==> src/rtl/alsu_result_tx.sv <==
// alsu_result_tx: one-entry buffered serial transmitter for ALSU results.
// Frame: start, 6 data bits LSB first, flag, [even parity when ALSU_TX_PARITY_EN is defined], stop.
module alsu_result_tx #(
    parameter int CLKS_PER_BIT = 4
) (
    input  logic        clk,
    input  logic        rst,
    input  logic        in_valid,
    output logic        in_ready,
    input  logic [5:0]  alsu_out,
    input  logic [15:0] alsu_leds,
    output logic        tx,
    output logic        busy,
    output logic        frame_done,
    output logic [7:0]  invalid_count,
    output logic [7:0]  drop_count
);

    localparam logic [7:0] LAST_CYCLE = 8'(CLKS_PER_BIT - 1);

    typedef enum logic [2:0] {
        IDLE,
        START,
        DATA,
        FLAG,
        PARITY,
        STOP
    } state_t;

    state_t     state;
    logic       hold_valid;
    logic [6:0] hold_data;
    logic [5:0] shift_reg;
    logic       flag_reg;
`ifdef ALSU_TX_PARITY_EN
    logic       parity_reg;
`endif
    logic [7:0] cycle_cnt;
    logic [2:0] bit_cnt;

    logic bit_last;
    logic load;
    logic accept;
    logic refuse;

    assign in_ready = ~hold_valid;
    assign accept   = in_valid & ~hold_valid;
    assign refuse   = in_valid & hold_valid;
    assign bit_last = (cycle_cnt == LAST_CYCLE);
    // The buffer drains into the shifter either from idle or on the last stop cycle.
    assign load     = hold_valid & ((state == IDLE) | ((state == STOP) & bit_last));

    always_ff @(posedge clk or posedge rst) begin
        if (rst) begin
            hold_valid <= 1'b0;
            hold_data  <= '0;
        end else if (accept) begin
            hold_valid <= 1'b1;
            hold_data  <= {|alsu_leds, alsu_out};
        end else if (load) begin
            hold_valid <= 1'b0;
        end
    end

    always_ff @(posedge clk or posedge rst) begin
        if (rst) begin
            invalid_count <= '0;
            drop_count    <= '0;
        end else begin
            if (accept && (|alsu_leds) && (invalid_count != 8'hFF)) begin
                invalid_count <= invalid_count + 8'd1;
            end
            if (refuse && (drop_count != 8'hFF)) begin
                drop_count <= drop_count + 8'd1;
            end
        end
    end

    always_ff @(posedge clk or posedge rst) begin
        if (rst) begin
            state      <= IDLE;
            tx         <= 1'b1;
            busy       <= 1'b0;
            frame_done <= 1'b0;
            cycle_cnt  <= '0;
            bit_cnt    <= '0;
            shift_reg  <= '0;
            flag_reg   <= 1'b0;
`ifdef ALSU_TX_PARITY_EN
            parity_reg <= 1'b0;
`endif
        end else begin
            frame_done <= 1'b0;
            if (load) begin
                shift_reg  <= hold_data[5:0];
                flag_reg   <= hold_data[6];
`ifdef ALSU_TX_PARITY_EN
                parity_reg <= ^hold_data;
`endif
            end
            case (state)
                IDLE: begin
                    if (hold_valid) begin
                        state     <= START;
                        tx        <= 1'b0;
                        busy      <= 1'b1;
                        cycle_cnt <= '0;
                    end
                end
                START: begin
                    if (bit_last) begin
                        state     <= DATA;
                        cycle_cnt <= '0;
                        bit_cnt   <= '0;
                        tx        <= shift_reg[0];
                        shift_reg <= {1'b0, shift_reg[5:1]};
                    end else begin
                        cycle_cnt <= cycle_cnt + 8'd1;
                    end
                end
                DATA: begin
                    if (bit_last) begin
                        cycle_cnt <= '0;
                        if (bit_cnt == 3'd5) begin
                            state <= FLAG;
                            tx    <= flag_reg;
                        end else begin
                            bit_cnt   <= bit_cnt + 3'd1;
                            tx        <= shift_reg[0];
                            shift_reg <= {1'b0, shift_reg[5:1]};
                        end
                    end else begin
                        cycle_cnt <= cycle_cnt + 8'd1;
                    end
                end
                FLAG: begin
                    if (bit_last) begin
                        cycle_cnt <= '0;
`ifdef ALSU_TX_PARITY_EN
                        state     <= PARITY;
                        tx        <= parity_reg;
`else
                        state      <= STOP;
                        tx         <= 1'b1;
                        frame_done <= (LAST_CYCLE == 8'd0);
`endif
                    end else begin
                        cycle_cnt <= cycle_cnt + 8'd1;
                    end
                end
`ifdef ALSU_TX_PARITY_EN
                PARITY: begin
                    if (bit_last) begin
                        cycle_cnt  <= '0;
                        state      <= STOP;
                        tx         <= 1'b1;
                        frame_done <= (LAST_CYCLE == 8'd0);
                    end else begin
                        cycle_cnt <= cycle_cnt + 8'd1;
                    end
                end
`endif
                STOP: begin
                    if (bit_last) begin
                        cycle_cnt <= '0;
                        if (hold_valid) begin
                            state <= START;
                            tx    <= 1'b0;
                        end else begin
                            state <= IDLE;
                            tx    <= 1'b1;
                            busy  <= 1'b0;
                        end
                    end else begin
                        cycle_cnt  <= cycle_cnt + 8'd1;
                        // Pulse lands on the final stop cycle, registered one edge early.
                        frame_done <= ((cycle_cnt + 8'd1) == LAST_CYCLE);
                    end
                end
                default: begin
                    state <= IDLE;
                    tx    <= 1'b1;
                    busy  <= 1'b0;
                end
            endcase
        end
    end

endmodule

==> config.mk <==
export PLATFORM = sky130hd
export DESIGN_NAME = alsu_result_tx
export DESIGN_NICKNAME = d
export VERILOG_FILES = /design/src/rtl/alsu_result_tx.sv
export SDC_FILE = /design/constraint.sdc
export NUM_CORES = 1
export LEC_CHECK = 0
export CAP_MARGIN = 20
export CORE_MARGIN = 2
export CORE_UTILIZATION = 48
export CTS_BUF_LIST = sky130_fd_sc_hd__clkbuf_16
export DETAILED_ROUTE_END_ITERATION = 12
export PLACE_DENSITY = 0.76
export SYNTH_ARGS = -nofsm -noshare
export SYNTH_HDL_FRONTEND = slang
export SYNTH_SLANG_ARGS = --single-unit
export TNS_END_PERCENT = 100
==> constraint.sdc <==
create_clock -name clk -period 1.8 [get_ports clk]
set_input_delay 0.36 -clock clk [delete_from_list [all_inputs] [get_ports clk]]
set_output_delay 0.36 -clock clk [all_outputs]
set_load 0.05 [all_outputs]
==> Yosys cells after proc, flatten, opt, wreduce, memory -nomap -nowiden <==
Index checks and enable logic that the tools add are counted.
{ "word_totals": {"in_bits": 25, "wordCells": 91, "regBits": 48, "output_inout_bits": 20} }
{ "op_classes": {"n_addsub": 4, "n_mux": 36, "bitwise_logic": 7, "reduce_logical": 15, "n_eq_ne": 17} }
{ "op_table": {"columns": ["operator", "count"], "rows": [
  ["$mux 3", 9],
  ["$add 8x1->8 const B", 3],
  ["$mux 6", 4],
  ["$eq 8x2->1 const B", 2],
  ["$mux 8", 2],
  ["$ne 2x2->1 const B", 8],
  ["$ne 8x8->1 const B", 2],
  ["$pmux 8 s2", 1],
  ["$reduce_or 16->1", 1],
  ["$mux 1", 15],
  ["$pmux 3 s5", 1],
  ["$pmux 6 s2", 1],
  ["$reduce_and 4->1", 2],
  ["$eq 3x2->1 const B", 2],
  ["$eq 3x3->1 const B", 2],
  ["$pmux 3 s2", 1],
  ["$reduce_and 6->1", 1],
  ["$reduce_bool 2->1", 3],
  ["$pmux 1 s5", 1],
  ["$reduce_and 5->1", 1],
  ["$and 1x1->1", 4],
  ["$reduce_or 4->1", 1],
  ["$add 3x1->3 const B", 1],
  ["$eq 3x1->1 const B", 1],
  ["other kinds (7)", 10]
]} }

==> Logic depth before layout (Yosys ltp) <==
Gate-level depths: netlist of run 1.
{ "depth": {"ltp_word": 8, "mapped_depth": 7, "depth_no_buf": 6} }

==> Worst setup path after synthesis of run 1 <==
OpenSTA, ideal clock, no wires.
{ "synth_timing": {"kind": "reg2reg", "from": "reg invalid_count[2]", "to": "reg invalid_count[1]", "setup_ns": 0.125, "n_path_buf": 0, "path_slack_ns": -0.007, "path_stages_with_launch": 5, "arrival_ns": 1.682, "required_time_ns": 1.675, "synth_period_minus_slack_ns": 1.807, "cell_sequence": "dfrtp_1 > and4_1 > nand4_1 > nand2_1 > mux2_2"} }
{ "synth_via": {"elab_chain_len": 2} }
{ "synth_lines": {"columns": ["element", "line", "text"], "rows": [
  ["from (decl)", "15", "output logic [7:0] invalid_count,"],
  ["from (signal assigned)", "71", "invalid_count <= invalid_count + 8'd1;"],
  ["$ne 8x8->1", "70", "if (accept && (|alsu_leds) && (invalid_count != 8'hFF)) begin"],
  ["$logic_and 1x1->1", "70", null]
]} }
Every way passes these cells.
A chain may end at the register's enable or synchronous reset.

==> Worst setup path in the final report of run 1 <==
{ "layout_timing": {"from": "reg cycle_cnt[0]", "to": "reg bit_cnt[2]"} }
{ "layout_via": {"elab_chain_len": 3, "elab_cells_between_ends": 4, "classes_between": "eq/ne: 3; reduce/logical: 1"} }
{ "layout_lines": {"columns": ["element", "line", "text"], "rows": [
  ["from (decl)", "38", "logic [7:0] cycle_cnt;"],
  ["from (signal assigned)", "118", "cycle_cnt <= cycle_cnt + 8'd1;"],
  ["from (signal assigned)", "133", "cycle_cnt <= cycle_cnt + 8'd1;"],
  ["from (signal assigned)", "148", "cycle_cnt <= cycle_cnt + 8'd1;"],
  ["$eq 8x2->1 (*)", "49", "assign bit_last = (cycle_cnt == LAST_CYCLE);"],
  ["$ne 2x2->1 (no source line)", null, null],
  ["$reduce_and 4->1 (no source line) (*)", null, null],
  ["to (signal assigned)", "128", "bit_cnt <= bit_cnt + 3'd1;"],
  ["to (decl)", "39", "logic [2:0] bit_cnt;"]
]} }
Every way passes the cells marked *; elsewhere a longest branch is shown, timed or not.

==> metrics, run 1 <==
run status=finished clean; pre-CTS WS=-0.187 ns; final setup margin=0.0809 ns; post-synthesis simple-gate area fraction=0.244; Worst Reg-to-Reg Cells=6; Net Count, Synth=314; Initial Util=0.491; post-synthesis cell type count=49; EDFF count, synth=0; remaining global-route overflow=0; WL final=6390 um; synth-to-layout area growth=33.4%; Async S/R FF share, synth=1.00; FP Rows=27; initial antenna violation count=0; first-pass GRT wire length=11100 um; dominant cell type by area after synthesis=dfrtp_1; Final Util=0.655; routed length per instance=15.1 um; sequential cell area=1200 um2; crit end category=flip-flop; ant diodes=0; VDD IR-drop max=1160 uV; crit start category=flip-flop; met1 GRT Util=0.279; die width=78.8 um; Post-DRT Antenna Nets=0; ys flop type=dfrtp_1; minimum clock period after layout=1.72 ns; DP Area=3340 um2; Pwr Density=1670 nW/um2; Layout Skew=0.00407 ns; nets=382; vias post-DR=2435; mux contribution to synthesized area=0.0363; Fillers=447; CTS H-Tree Depth=2; most common library cells after synthesis=48 x nand2_1, 47 x dfrtp_1, 15 x a21oi_1; clk_lat worst skew=0.29 ns; Tot GR Track Use=0.223; Tcrit/Tclk final=0.955; number of max-cap violations=0; Slew headroom=0.718; final hold violation count=0; cell count after synthesis=283; worst reg2reg path startpoint=cycle_cnt[0]$_DFFE_PP0P_; clock tree buffer depth=2; multi-input logic area=1450 um2; Die ar.=6220 um2; WP data arrival=1.90 ns; layout cells sized above 1=0.239; post-route cell area=3590 um2; most common cell in the synthesized netlist=nand2_1; most used routing layer=met2; final max-slew violation count=0; synth warn=0; Placeable Area=5470 um2; fin cells=424; Slew @ Worst Pin=0.422 ns; Synth Register Bits=48; LEAKAGE=1.58 nW; drt first pass iters=4; Die Y=78.8 um; Avg Inst Size Synth=9.50 um2; met3 usage=0.0489; WS Path Type=reg -> reg; Crit Path Max Fanout=6; worst hold slack=0.375 ns; grt met2 use=0.386; Setup-failing EPs final=0; main combinational cell family by area after synthesis=simple AND/OR/NAND/NOR gates; vias in the first global route=2407; CTS buffer count=5; xor-xnor portion of the synthesized cell area=0.0521; largest registers=cycle_cnt (8), drop_count (8), invalid_count (8); largest cells by area after synthesis=dfrtp_1 44%, nand2_1 6.7%, xnor2_1 4.2%, a21oi_1 2.8%, ha_1 2.8%; Design Power=5.98 mW; clock sink count=48; DRC=0; Max Freq=582 MHz; clk slew on worst S/H paths=0.07 ns; Worst Path Required=1.98 ns; synthesized cell area=2690 um2; post-synth top area share=0.437; gpl congestion=0.913; complex-gate fraction of the synthesized area=0.156; dpl cells=414; Root Buffer=clkbuf_16; Hold WC Path Type=in -> async; CTS tree=done; number of vias per cell=5.74; sequential share of the synthesized area=0.447; r2r setup slk=0.08 ns; starting DRC count in detailed routing=155; # port buffers=44; pin count of the biggest net entering global routing=33; fraction of the mapped netlist area in adder cells=0.0279; setup TNS=0 ns; total I/O pin count=45; reg2reg end=bit_cnt[2]$_DFFE_PP0P_; DP HPWL=4660 um
-- worst max-delay path: stages, from the launching register on --
cell	delay [ns]
dfrtp_1	0.36
ha_2	0.19
nor4b_4	0.18
buf_4	0.18
nand2_4	0.07
or3_4	0.42
a32o_1	0.22
-- logic make-up after synthesis --
family | count (synthesis)
AOI/OAI and AO/OA | 59
xor gates and xnor gates | 16
adders and majority gates | 6
buffers and inverters | 22
DFF | 48
muxes | 9
and+or+nand+nor | 123
-- how the worst max path moves through the flow --
stage / startpoint / to / slack (ns) / cells after the start
global route: cycle_cnt[0]$_DFFE_PP0P_ / shift_reg[2]$_DFF_PP0_ / -0.02 / 7
detailed placement: alsu_leds[9] / invalid_count[1]$_DFFE_PP0P_ / -0.19 / 5
CTS: cycle_cnt[0]$_DFFE_PP0P_ / frame_done$_DFF_PP0_ / 0.02 / 6
finish: cycle_cnt[0]$_DFFE_PP0P_ / bit_cnt[2]$_DFFE_PP0P_ / 0.08 / 6
floorplan: invalid_count[0]$_DFFE_PP0P_ / invalid_count[1]$_DFFE_PP0P_ / 0.01 / 4
global placement: alsu_leds[2] / invalid_count[1]$_DFFE_PP0P_ / -0.09 / 5
-- area by class of cell --
| cell class | count | share of cell area |
|---|---|---|
| clock buffer | 5 | 0.0349 |
| multi-input combinational | 213 | 0.404 |
| clock inverter | 3 | 0.0119 |
| timing repair buffer | 73 | 0.178 |
| sequential | 48 | 0.336 |
| tap | 72 | 0.0251 |
| inverter | 10 | 0.0105 |
-- cell usage in the layout, fill, tap and decap left out, drive strengths merged, types with 2 or more instances in the layout --
master,count
o21a,6
clkbuf,5
ha,6
nor3,4
nand3,10
a41oi,6
a22o,2
a21oi,15
buf,49
o22a,2
or3,2
nor4b,3
and4,3
nand2b,6
o21ai,6
nor4,9
nor2b,6
mux2i,3
a21o,2
clkdlybuf4s50,24
inv,10
nand4,7
and2,5
mux2,6
dfrtp,47
nand2,49
xor2,3
xnor2,13
a31oi,8
nor2,10
and3,8
-- power by group --
| group | switching [mW] | total, mW | internal, mW | leakage, nW |
|---|---|---|---|---|
| registers | 0.400 | 1.88 | 1.48 | 0.602 |
| logic | 1.76 | 3.04 | 1.28 | 0.895 |
| clock network | 0.406 | 1.06 | 0.653 | 0.0798 |
| total | 2.57 | 5.98 | 3.41 | 1.58 |
-- layer usage --
layer	vias to the layer above	wire length, um
met5	-	0
met4	0	85
met3	10	295
met2	68	3320
met1	1194	2690
li1	1163	-
-- repair_timing --
action / 4_1_cts / 5_1_grt
setup buffers: 1 / 1
gates cloned: 0 / 0
gates resized for setup: 2 / 14
hold buffers: 0 / 0
setup endpoints to repair: 5 / 12
hold endpoints to repair: 0 / 0
pin swaps: 0 / 2
Note: power is estimated with default switching activity, not from simulation.
==> inputs of run 2 (changes only) <==
CORE_UTILIZATION = 40   (was 48)
PLACE_DENSITY = 0.65   (was 0.76)
==> run 2 against run 1 <==
  * Utilization is 9.3 points lower
  * Design area is 0.63% higher
  * Setup slack worse by 0.022 ns
  * Sequential cell count stayed put
  * Non-clock buffer count is 7 higher
  * Cell count is 2.8% higher
  * Sequential share of layout area is 0.21 points lower
  * Register-to-register slack worse by 0.02 ns
  * Die area is 19% higher
  * Largest cell class unchanged
  * Largest power group unchanged
==> metrics, run 2 (synthesis gave the netlist of run 1 again) <==
Critical path origin=cycle_cnt[0]$_DFFE_PP0P_; final max-slew violation count=0; minimum clock period after layout=1.74 ns; clock sink count=48; post-route cell area=3610 um2; WL final=6110 um; clock tree buffer depth=2; clk slew on worst S/H paths=0.07 ns; number of max-cap violations=0; # hold bufs at CTS=0; final hold violation count=0; Pwr Density=1640 nW/um2; DP Area=3400 um2; die width=86.0 um; Die Y=86.0 um; Fillers=596; Post-DRT Antenna Nets=0; dpl cells=426; crit-path most repeated cell=buf_4; CTS tree=done; synth-to-layout area growth=34.2%; vias in the first global route=2346; drt first pass iters=4; r2r setup slk=0.06 ns; starting DRC count in detailed routing=146; clk_lat worst skew=0.29 ns; number of vias per cell=5.47; WP data arrival=1.97 ns; Slew headroom=0.743; Tcrit/Tclk final=0.967; initial antenna violation count=0; Crit Path Max Fanout=4; Final Util=0.562; crit end category=flip-flop; Initial Util=0.419; Root Buffer=clkbuf_16; CP cell instances=ha_2, nor4b_4, buf_4, buf_4, a22oi_2, buf_2, buf_4, a22o_1; Hold WC Path Type=in -> async; fin cells=436; unrepaired setup endpoints after global routing=yes; first-pass GRT wire length=10600 um; CP max stage delay=0.38 ns; Placeable Area=6420 um2; final setup margin=0.0592 ns; VDD IR-drop max=1310 uV; Tot GR Track Use=0.175; run status=finished clean; crit start category=flip-flop; WS Path Type=reg -> reg; FP Rows=29; DP HPWL=4410 um; pre-CTS WS=-0.114 ns; routed length per instance=14.0 um; Max Freq=574 MHz; worst reg2reg path startpoint=cycle_cnt[0]$_DFFE_PP0P_; leading cell type in the layout, fill and taps excluded=buf_4; Worst Reg-to-Reg Cells=8; largest registers=cycle_cnt (8), drop_count (8), invalid_count (8); Critical Path Slowest Stage Cell=dfrtp_1; CTS H-Tree Depth=2; gpl congestion=0.843; Die ar.=7390 um2; setup TNS=0 ns; Worst Path Required=2.03 ns; ant diodes=0; # port buffers=44; layout cells sized above 1=0.245; Setup-failing EPs final=0; LEAKAGE=1.60 nW; Layout Skew=0.00500 ns; pin count of the biggest net entering global routing=49; nets=389; commonest non-fill, non-tap cells in the layout=51 x buf_4, 48 x nand2_1, 45 x dfrtp_1; reg2reg end=cycle_cnt[7]$_DFFE_PP0P_; DRC=0; remaining global-route overflow=0; CTS buffer count=5; Slew @ Worst Pin=0.384 ns; total I/O pin count=45; vias post-DR=2387
[run 2: power by group]
group          total [mW]  switching [mW]  internal (mW)
Sequential           1.90           0.422           1.48
Clock               0.943           0.423          0.521
Combinational        3.07            1.71           1.36
[run 2: worst max-delay path: cells and delay by family, from the launching register on]
| kind | cells | cell delay, ns |
|---|---|---|
| and+or+nand+nor | 1 | 0.12 |
| buffers and inverters | 4 | 0.61 |
| AOI/OAI and AO/OA | 2 | 0.37 |
| DFF | 1 | 0.38 |
| adders and majority gates | 1 | 0.19 |
[run 2: layer usage]
| metal | global-route usage | up-vias | wire length (um) |
|---|---|---|---|
| met5 | 0 | - | 0 |
| met4 | 0.0346 | 0 | 42 |
| met3 | 0.0346 | 4 | 257 |
| met2 | 0.297 | 60 | 2900 |
| met1 | 0.234 | 1143 | 2910 |
| li1 | - | 1180 | - |
[run 2: metrics by stage]
| stage | hold WS, ns | power (mW) |
|---|---|---|
| 2_1_floorplan | 0.441 | 3.80 |
| 3_3_place_gp | 0.453 | 4.79 |
| 3_5_place_dp | 0.458 | 4.85 |
| 4_1_cts | 0.436 | 5.83 |
| 5_1_grt | 0.477 | 6.33 |
| 6_report | 0.428 | 5.91 |
[run 2: what timing repair did]
action / CTS / global route
pin swaps: 0 / 1
setup buffers: 0 / 1
resized for setup: 3 / 12
endpoints found under the hold margin: 0 / 0
setup endpoints to repair: 6 / 16
cloned: 0 / 1
[run 2: layout make-up]
class	count	area, um2	area share
clock inverters	3	21.3	0.00589
clock buffers	5	125	0.0347
flip-flops and latches	48	1200	0.334
repair buffers	80	691	0.191
multi-input cells	213	1430	0.397
inverters	10	37.5	0.0104
well taps	77	96.3	0.0267
[run 2: how the worst max path moves through the flow]
stage	endpoint	slack (ns)
final	cycle_cnt[7]$_DFFE_PP0P_	0.06
after global routing	bit_cnt[0]$_DFFE_PP0P_	-0.004
after CTS	bit_cnt[2]$_DFFE_PP0P_	0.01
after detailed placement	invalid_count[1]$_DFFE_PP0P_	-0.11
after global placement	invalid_count[1]$_DFFE_PP0P_	-0.1
after floorplan	invalid_count[1]$_DFFE_PP0P_	0.01
